===== src/rtl/ssd_scan_ctrl_pkg.sv =====
// ssd_pkg: shared segment table, scan state type and output polarity helper
package ssd_pkg;
  typedef enum logic {BLANK, DRIVE} state_e;
  localparam logic [6:0] SEG_LUT [16] = '{
    7'h3F, 7'h06, 7'h5B, 7'h4F, 7'h66, 7'h6D, 7'h7D, 7'h07,
    7'h7F, 7'h6F, 7'h77, 7'h7C, 7'h39, 7'h5E, 7'h79, 7'h71
  };
  function automatic logic [7:0] apply_pol(input logic [7:0] v, input logic inv);
    return inv ? ~v : v;
  endfunction
endpackage


===== src/rtl/ssd_scan_ctrl_hex_to_seg.sv =====
// hex_to_seg: nibble to active-high a..g segment pattern
module hex_to_seg
  import ssd_pkg::*;
(
  input  logic [3:0] nib_i,
  output logic [6:0] seg_o
);
  // pure table lookup, shared by every digit through the nibble mux
  always_comb seg_o = SEG_LUT[nib_i];
endmodule


===== src/rtl/ssd_scan_ctrl.sv =====
// ssd_scan_ctrl: double-buffered multiplexed seven-segment scan with blanking gaps
module ssd_scan_ctrl
  import ssd_pkg::*;
#(
  parameter int NUM_DIGITS     = 2,
  parameter int REFRESH_DIV    = 100000,
  parameter int BLANK_CYC      = 1000,
  parameter int SEG_ACTIVE_LOW = 0,
  parameter int DIG_ACTIVE_LOW = 0
) (
  input  logic                    clk,
  input  logic                    rst,
  input  logic [4*NUM_DIGITS-1:0] value_i,
  input  logic [NUM_DIGITS-1:0]   dp_i,
  input  logic                    lz_blank_i,
  input  logic                    load_i,
  output logic                    load_ack_o,
  output logic                    frame_o,
  output logic [6:0]              seg_o,
  output logic                    dp_o,
  output logic [NUM_DIGITS-1:0]   dig_o
);
  localparam int CW = $clog2(REFRESH_DIV);
  localparam int IW = $clog2(NUM_DIGITS);
  localparam int VW = 4 * NUM_DIGITS;
  localparam logic [CW-1:0] CNT_LAST = CW'(REFRESH_DIV - 1);
  localparam logic [CW-1:0] BLANK_END = CW'(BLANK_CYC);
  localparam logic [IW-1:0] IDX_LAST = IW'(NUM_DIGITS - 1);
  localparam logic SEG_INV = SEG_ACTIVE_LOW != 0;
  localparam logic DIG_INV = DIG_ACTIVE_LOW != 0;

  state_e                 state_q, state_d;
  logic [CW-1:0]          cnt_q, cnt_d;
  logic [IW-1:0]          idx_q, idx_d;
  logic [VW-1:0]          disp_val_q, disp_val_d, stg_val_q, stg_val_d;
  logic [NUM_DIGITS-1:0]  disp_dp_q, disp_dp_d, stg_dp_q, stg_dp_d;
  logic                   pend_q, pend_d, ack_q, ack_d, frame_q, frame_d;
  logic [7:0]             segdp_q, segdp_d;
  logic [NUM_DIGITS-1:0]  dig_q, dig_d;
  logic                   wrap, boundary, commit, lit, lz_run;
  logic [NUM_DIGITS-1:0]  lz_mask;
  logic [3:0]             nib;
  logic [6:0]             seg_raw;

  hex_to_seg u_dec (.nib_i(nib), .seg_o(seg_raw));

  // slot timing, digit rotation and frame-boundary commit of the staged value
  always_comb begin
    wrap       = cnt_q == CNT_LAST;
    boundary   = wrap && idx_q == IDX_LAST;
    commit     = boundary && (pend_q || load_i);
    cnt_d      = wrap ? '0 : cnt_q + CW'(1);
    idx_d      = wrap ? (idx_q == IDX_LAST ? '0 : idx_q + IW'(1)) : idx_q;
    state_d    = cnt_d >= BLANK_END ? DRIVE : BLANK;
    disp_val_d = commit ? (load_i ? value_i : stg_val_q) : disp_val_q;
    disp_dp_d  = commit ? (load_i ? dp_i : stg_dp_q) : disp_dp_q;
    stg_val_d  = load_i && !boundary ? value_i : stg_val_q;
    stg_dp_d   = load_i && !boundary ? dp_i : stg_dp_q;
    pend_d     = boundary ? 1'b0 : pend_q | load_i;
    frame_d    = boundary;
    ack_d      = commit;
  end

  // next-cycle pin values, computed from next state so the pins come straight off flops
  always_comb begin
    lz_mask = '0;
    lz_run  = lz_blank_i;
    for (int k = NUM_DIGITS - 1; k > 0; k--) begin
      lz_run     = lz_run && disp_val_d[4*k +: 4] == 4'h0;
      lz_mask[k] = lz_run;
    end
    nib     = disp_val_d[{idx_d, 2'b00} +: 4];
    lit     = state_d == DRIVE && !lz_mask[idx_d];
    segdp_d = apply_pol({lit && disp_dp_d[idx_d], lit ? seg_raw : 7'h00}, SEG_INV);
    dig_d   = (state_d == DRIVE ? NUM_DIGITS'(1) << idx_d : '0) ^ {NUM_DIGITS{DIG_INV}};
  end

  // state register; reset returns to blanking on digit 0 and drops any staged load
  always_ff @(posedge clk) begin
    if (rst) begin
      state_q    <= BLANK;
      cnt_q      <= '0;
      idx_q      <= '0;
      disp_val_q <= '0;
      disp_dp_q  <= '0;
      stg_val_q  <= '0;
      stg_dp_q   <= '0;
      pend_q     <= 1'b0;
      ack_q      <= 1'b0;
      frame_q    <= 1'b0;
      segdp_q    <= apply_pol(8'h00, SEG_INV);
      dig_q      <= {NUM_DIGITS{DIG_INV}};
    end else begin
      state_q    <= state_d;
      cnt_q      <= cnt_d;
      idx_q      <= idx_d;
      disp_val_q <= disp_val_d;
      disp_dp_q  <= disp_dp_d;
      stg_val_q  <= stg_val_d;
      stg_dp_q   <= stg_dp_d;
      pend_q     <= pend_d;
      ack_q      <= ack_d;
      frame_q    <= frame_d;
      segdp_q    <= segdp_d;
      dig_q      <= dig_d;
    end
  end

  assign load_ack_o = ack_q;
  assign frame_o    = frame_q;
  assign seg_o      = segdp_q[6:0];
  assign dp_o       = segdp_q[7];
  assign dig_o      = dig_q;
endmodule


===== config.mk =====
export PLATFORM = sky130hd
export DESIGN_NAME = ssd_scan_ctrl
export DESIGN_NICKNAME = d
export VERILOG_FILES = /design/src/rtl/ssd_scan_ctrl_pkg.sv /design/src/rtl/ssd_scan_ctrl_hex_to_seg.sv /design/src/rtl/ssd_scan_ctrl.sv
export SDC_FILE = /design/constraint.sdc
export NUM_CORES = 1
export LEC_CHECK = 0
export CORE_MARGIN = 2
export CORE_UTILIZATION = 51
export DETAILED_ROUTE_END_ITERATION = 7
export PLACE_DENSITY_LB_ADDON = 0.12
export SYNTH_ARGS = -nofsm -noshare
export SYNTH_HDL_FRONTEND = slang
export SYNTH_SLANG_ARGS = --single-unit

===== constraint.sdc =====
create_clock -name clk -period 3.2 [get_ports clk]
set_clock_uncertainty 0.1 [all_clocks]
set_input_delay 0.32 -clock clk [delete_from_list [all_inputs] [get_ports clk]]
set_output_delay 0.32 -clock clk [all_outputs]
set_load 0.05 [all_outputs]

==> reports/results.txt, run 1 <==
DR vias/cell = 5.38
sequential power share = 0.597
CTS root buf = clkbuf_8
worst skew pair latency = 0.30 ns
core area = 5070 sq um
Power Density = 345 nW/um^2
via count = 2115
deepest clock path buffer count = 2
Net Switching = 261 uW
Clock Sinks = 51
ant diodes = 0
row count = 26
hold path cells = 2
layout cells sized above 1 = 0.217
drt wl/cell = 13.9 microns
# DRC = 0
# resized after CTS = 0
CP Capture Type = register
register area = 1020 sq um
Top-Level Pins = 26
initial antenna violation count = 0
Int Power = 836 uW
number of I/O port buffers = 25
worst-path fanout max = 16
Final Util = 0.627
Setup WS pre-CTS = 0.0251 ns
GP Congestion = 0.820
vias in the first global route = 1981
Final period util = 0.945
largest net degree at the start of global routing = 32
Final min period = 3.02 ns
Slew Limit Fails = 0
DR iter-0 viols = 88
commonest non-fill, non-tap cell in the layout = dfxtp_1
Required @ worst endpoint = 3.34 ns
first-pass GRT wire length = 9.36 mm
Setup CP Type = register to register
Worst-path clk slew = 0.09 ns
R2R cell count = 16
worst IR drop on VDD = 0.220 mV
Worst Setup Start Kind = register
MaxCap Viol Count = 0
Hold Slack = 0.367 ns
1st-pass router iterations = 5
Clk network pwr share = 0.334
setup bufs post-CTS = 0
hold path endpoint = stg_val_q[3]$_SDFFE_PP0P_
Gate power share = 0.069
Die ar. = 5820 sq um
ys async rst share = 0
Fmax achieved = 331 MHz
worst setup margin = 0.176 ns
final WL = 5.46 mm
Slew @ Worst Pin = 0.744 ns
Leak = 1.19 nW
CTS buffer count = 5
synth warn = 0
initial core utilization = 0.525
Placed Instances = 385
Post-Syn Nets = 312
Synth cell types = 59
Worst Hold Class = register to register
DIE WIDTH = 76.3 microns
EDFF count, synth = 0
# fillers = 460
total negative slack = 0 ns
HPWL after DPL = 3.86 mm
crit path DAT = 3.17 ns
Setup violations, final = 0
Avg Cell Area, Syn = 9.22 sq um
#FFs+latches synth = 51
ys flop type = dfxtp_1
GRT Util Overall = 0.193
reg-to-reg critical path endpoint = segdp_q[3]$_SDFF_PP0_
Area Growth Syn to Fin = 19.3%
crit path from = cnt_q[0]$_SDFF_PP0_
commonest non-fill, non-tap cells in the layout = dfxtp_1 (50), nor2_1 (36), nand2_1 (34)
Multi-input gate area = 1540 sq um
Clock H-tree levels = 2
grt ovf = 0
non-filler cells, final = 393
status = finished clean
relative slew slack = 0.503
Critical R2R Launch = cnt_q[0]$_SDFF_PP0_
worst reg2reg setup slack = 0.18 ns
hold buffers post-CTS = 0
final net count = 345
hold path startpoint = stg_val_q[3]$_SDFFE_PP0P_
Netlist Area Pre-Place = 2670 sq um
CTS tree = done
Seq/Total Area, Yosys = 0.383
Hold Vio Cnt, Final = 0
Synth Instances = 289
antenna viol nets, final = 0
Die Y = 76.3 microns
switching part of the total = 0.238
[sequential cells by signal, indices dropped and copies added, names as in the netlist]
register	cells
cnt_q	17
dig_o	2
disp_dp_q	2
disp_val_q	8
frame_o	1
idx_q	1
load_ack_o	1
pend_q	1
segdp_q	8
stg_dp_q	2
stg_val_q	8
[how the worst max path moves through the flow]
stage,end,slack [ns],cells after the start
floorplan,segdp_q[3]$_SDFF_PP0_,0.06,14
global placement,segdp_q[3]$_SDFF_PP0_,0.11,16
detailed placement,segdp_q[3]$_SDFF_PP0_,0.03,15
CTS,segdp_q[3]$_SDFF_PP0_,0.01,15
global route,segdp_q[3]$_SDFF_PP0_,-0.02,15
finish,segdp_q[3]$_SDFF_PP0_,0.18,16
[worst max-delay path, stage by stage (launching register included)]
cell	delay, ns
dfxtp_1	0.33
ha_1	0.20
nand2_1	0.08
nor2_2	0.05
and4_1	0.19
ha_2	0.21
buf_12	0.16
nand2_2	0.16
o22ai_2	0.13
nor2_2	0.17
nand2_1	0.07
o21a_1	0.12
buf_4	0.15
ha_1	0.29
inv_1	0.04
mux4_2	0.44
nor2_1	0.09
[synthesized netlist by cell type, drive strengths merged, types with 4 or more instances]
master  number  area (sq um)
ha           9           113
nor3         9          45.0
clkbuf       9          33.8
nor2        39           146
nand3        6          35.0
a21oi       12          60.1
o22ai        8          50.1
xnor2       12           105
inv          6          22.5
nand2       37           146
o221ai       5          56.3
o21ai        5          28.8
nand4        6          73.8
nand2b       4          25.0
a211oi       4          30.0
dfxtp       51          1020
nor2b        5          31.3
buf         12           119
nor4         5          65.1
xor2        10          87.6
[per-stage QoR]
| step | power, mW | area [sq um] |
|---|---|---|
| after floorplan | 0.706 | 2670 |
| after global placement | 0.739 | 3030 |
| after detailed placement | 0.741 | 3030 |
| after CTS | 1.10 | 3110 |
| after global routing | 1.14 | 3180 |
| final | 1.10 | 3180 |
[final cells by class]
class / instances / share of cell area
multi-input cells: 211 / 0.483
flip-flops and latches: 51 / 0.321
repair buffers: 47 / 0.135
well taps: 70 / 0.0275
clock buffers: 6 / 0.0228
inverters: 6 / 0.00708
clock inverters: 2 / 0.00393
[power by group through the flow]
stage | combinational [mW] | sequential (mW) | clock (mW)
after floorplan | 0.0406 | 0.666 | 0
after global placement | 0.0706 | 0.668 | 0
after global routing | 0.0815 | 0.657 | 0.404
final | 0.0752 | 0.655 | 0.366
after detailed placement | 0.0720 | 0.669 | 0
after CTS | 0.0722 | 0.654 | 0.375
[layer usage]
| layer | wire length (microns) | part of all wire | global-route usage | up-vias |
|---|---|---|---|---|
| li1 | - | - | - | 1078 |
| met1 | 2790 | 0.51 | 0.286 | 991 |
| met2 | 2440 | 0.45 | 0.290 | 39 |
| met3 | 163 | 0.030 | 0.0284 | 7 |
| met4 | 68 | 0.012 | 0.0600 | 0 |
| met5 | 0 | 0 | 0 | - |
[cell families (layout without fill, tap and decap cells)]
group / Yosys count / in the layout / share of synthesized area
and+or+nand+nor: 121 / 121 / 0.244
AOI/OAI and AO/OA: 54 / 54 / 0.164
DFF: 51 / 51 / 0.383
buffers and inverters: 27 / 61 / 0.0657
xor gates and xnor gates: 22 / 22 / 0.0723
adders and majority gates: 9 / 9 / 0.0423
muxes: 5 / 5 / 0.0286
(Power assumes the default switching activity.)
==> run 2, diff against run 1 <==
CORE_ASPECT_RATIO = 1.25   (was unset)
==> run 2 against run 1 <==
  * Fmax is 2.1% higher
  * Global-route usage is 2.2 points higher
  * Largest cell class unchanged
  * Die area hardly changed
  * Setup slack better by 0.063 ns
  * Register-to-register slack better by 0.06 ns
  * Highest routed layer unchanged
  * Hold slack worse by 0.0051 ns
  * Sequential power hardly changed
  * Clock power is 2% higher
==> reports/results.txt, run 2 (synthesis results as in run 1) <==
number of I/O port buffers = 25 (unchanged)
commonest non-fill, non-tap cell in the layout = dfxtp_1
Clock H-tree levels = 2 (unchanged)
GP Congestion = 0.804 (-2.0%)
CP Capture Type = register
reg-to-reg critical path endpoint = segdp_q[3]$_SDFF_PP0_
WP buf/inv = 3 (unchanged)
crit path cell chain = ha_1 -> nand2_1 -> nor2_2 -> and4_4 -> ha_4 -> buf_4 -> o22ai_1 -> nor2_1 -> nand2_1 -> o21a_1 -> buf_4 -> ha_1 -> inv_1 -> mux4_2 -> nor2_1
first-pass GRT wire length = 9.54 mm (+2.0%)
crit path DAT = 3.10 ns (-0.07 ns)
RSZ-0062 raised after global routing = false
MaxCap Viol Count = 0 (unchanged)
Critical R2R Launch = cnt_q[0]$_SDFF_PP0_
Leak = 1.21 nW (+1.9%)
row count = 29 (+12%)
CTS root buf = clkbuf_8
Setup violations, final = 0 (unchanged)
hold path startpoint = stg_val_q[6]$_SDFFE_PP0P_
setup bufs post-CTS = 0 (unchanged)
DR vias/cell = 5.48 (+1.9%)
CTS buffer count = 5 (unchanged)
hold path endpoint = stg_val_q[6]$_SDFFE_PP0P_
Hold Vio Cnt, Final = 0 (unchanged)
initial core utilization = 0.528 (+0.00326)
Worst Hold Class = register to register
# DRC = 0 (unchanged)
worst IR drop on VDD = 0.268 mV (+22%)
GRT Util Overall = 0.215 (+0.0217)
Max stage delay on crit path = 0.44 ns (about the same)
total negative slack = 0 ns (unchanged)
largest net degree at the start of global routing = 32 (unchanged)
Worst-path clk slew = 0.09 ns (about the same)
Fmax achieved = 338 MHz (+2.1%)
hold path cells = 2 (unchanged)
relative slew slack = 0.496 (-0.00693)
Final min period = 2.96 ns (-0.0628 ns)
Die ar. = 5820 sq um (about the same)
Area Growth Syn to Fin = 18.9%
DR iter-0 viols = 60 (-32%)
core area = 5040 sq um (-0.62%)
1st-pass router iterations = 4 (-1)
Worst Setup Start Kind = register
# fillers = 434 (-5.7%)
Setup WS pre-CTS = -0.0384 ns (-0.0634 ns)
drt wl/cell = 14.5 microns (+4.5%)
Required @ worst endpoint = 3.34 ns (about the same)
Critical-path top delay cell = mux4_2
Top-Level Pins = 26 (unchanged)
final WL = 5.64 mm (+3.2%)
Slew Limit Fails = 0 (unchanged)
Final period util = 0.925 (-0.0196)
max reg flops = 17 (unchanged)
largest reg by FF count = cnt_q
via count = 2127 (+0.57%)
ant diodes = 0 (unchanged)
commonest non-fill, non-tap cells in the layout = dfxtp_1 (50), nor2_1 (37), nand2_1 (34)
grt ovf = 0 (unchanged)
initial antenna violation count = 0 (unchanged)
worst reg2reg setup slack = 0.24 ns (+0.06 ns)
HPWL after DPL = 4.23 mm (+9.6%)
final net count = 349 (+1.2%)
worst skew pair latency = 0.30 ns (about the same)
Die Y = 84.8 microns (+11%)
deepest clock path buffer count = 2 (unchanged)
hold buffers post-CTS = 0 (unchanged)
worst-path fanout max = 7 (-9)
vias in the first global route = 2050 (+3.5%)
worst setup margin = 0.239 ns (+0.0628 ns)
CP delay by family, top = simple AND/OR/NAND/NOR gates
DIE WIDTH = 68.7 microns (-10%)
CTS tree = done
layout cells sized above 1 = 0.209 (-0.00813)
Slew @ Worst Pin = 0.755 ns (+0.0104 ns)
status = finished clean
R2R cell count = 15 (-1)
Clock Sinks = 51 (unchanged)
Setup CP Type = register to register
antenna viol nets, final = 0 (unchanged)
Power Density = 348 nW/um^2 (+0.78%)
Final Util = 0.628 (+0.00141)
==> run 2: repair_timing <==
item,in CTS,in global routing
cloned,0,0
resized for setup,1,10
setup endpoints to repair,3,7
pin swaps,0,2
==> run 2: worst max-delay path by stage <==
stage,startpoint,endpoint,cells past startpoint
finish,cnt_q[0]$_SDFF_PP0_,segdp_q[3]$_SDFF_PP0_,15
global route,cnt_q[0]$_SDFF_PP0_,segdp_q[3]$_SDFF_PP0_,15
CTS,cnt_q[1]$_SDFF_PP0_,segdp_q[3]$_SDFF_PP0_,15
detailed placement,cnt_q[1]$_SDFF_PP0_,segdp_q[3]$_SDFF_PP0_,14
global placement,cnt_q[1]$_SDFF_PP0_,segdp_q[3]$_SDFF_PP0_,15
floorplan,cnt_q[0]$_SDFF_PP0_,segdp_q[3]$_SDFF_PP0_,14
==> run 2: where the power goes <==
part	internal (mW)	total (mW)	switching, mW
clock	0.170	0.373	0.203
combinational	0.0364	0.0731	0.0367
sequential	0.645	0.655	0.00921
total	0.852	1.10	0.249
==> run 2: worst reg2reg max path, stage by stage, from the launching register on <==
cell and delay [ns]:
dfxtp_1 0.34, ha_1 0.18, nand2_1 0.07, nor2_2 0.13, and4_4 0.25, ha_4 0.18
buf_4 0.16, o22ai_1 0.11, nor2_1 0.20, nand2_1 0.08, o21a_1 0.12, buf_4 0.15
ha_1 0.29, inv_1 0.04, mux4_2 0.44, nor2_1 0.08
==> run 2: final cells by class <==
type / instances / area [sq um] / area share
Tap cell: 62 / 77.6 / 0.0245
Multi-Input combinational cell: 211 / 1510 / 0.477
Clock inverter: 1 / 5.00 / 0.00158
Sequential cell: 51 / 1020 / 0.323
Clock buffer: 6 / 82.6 / 0.0261
Inverter: 6 / 22.5 / 0.00711
Timing Repair Buffer: 51 / 445 / 0.141
==> run 2: metrics by stage <==
step | std cells | total power [mW] | hold slack (ns) | cell area (sq um)
2_1_floorplan | 289 | 0.706 | 0.336 | 2670
3_3_place_gp | 381 | 0.739 | 0.346 | 3040
3_5_place_dp | 381 | 0.740 | 0.348 | 3040
4_1_cts | 388 | 1.11 | 0.361 | 3130
5_1_grt | 388 | 1.14 | 0.380 | 3170
6_report | 388 | 1.10 | 0.361 | 3170
==> run 2: per-layer routing <==
| metal | up-vias | track usage | share of wire |
|---|---|---|---|
| met5 | - | 0 | 0 |
| met4 | 0 | 0.0709 | 0.017 |
| met3 | 8 | 0.0371 | 0.018 |
| met2 | 24 | 0.384 | 0.54 |
| met1 | 1009 | 0.251 | 0.43 |
| li1 | 1086 | - | - |
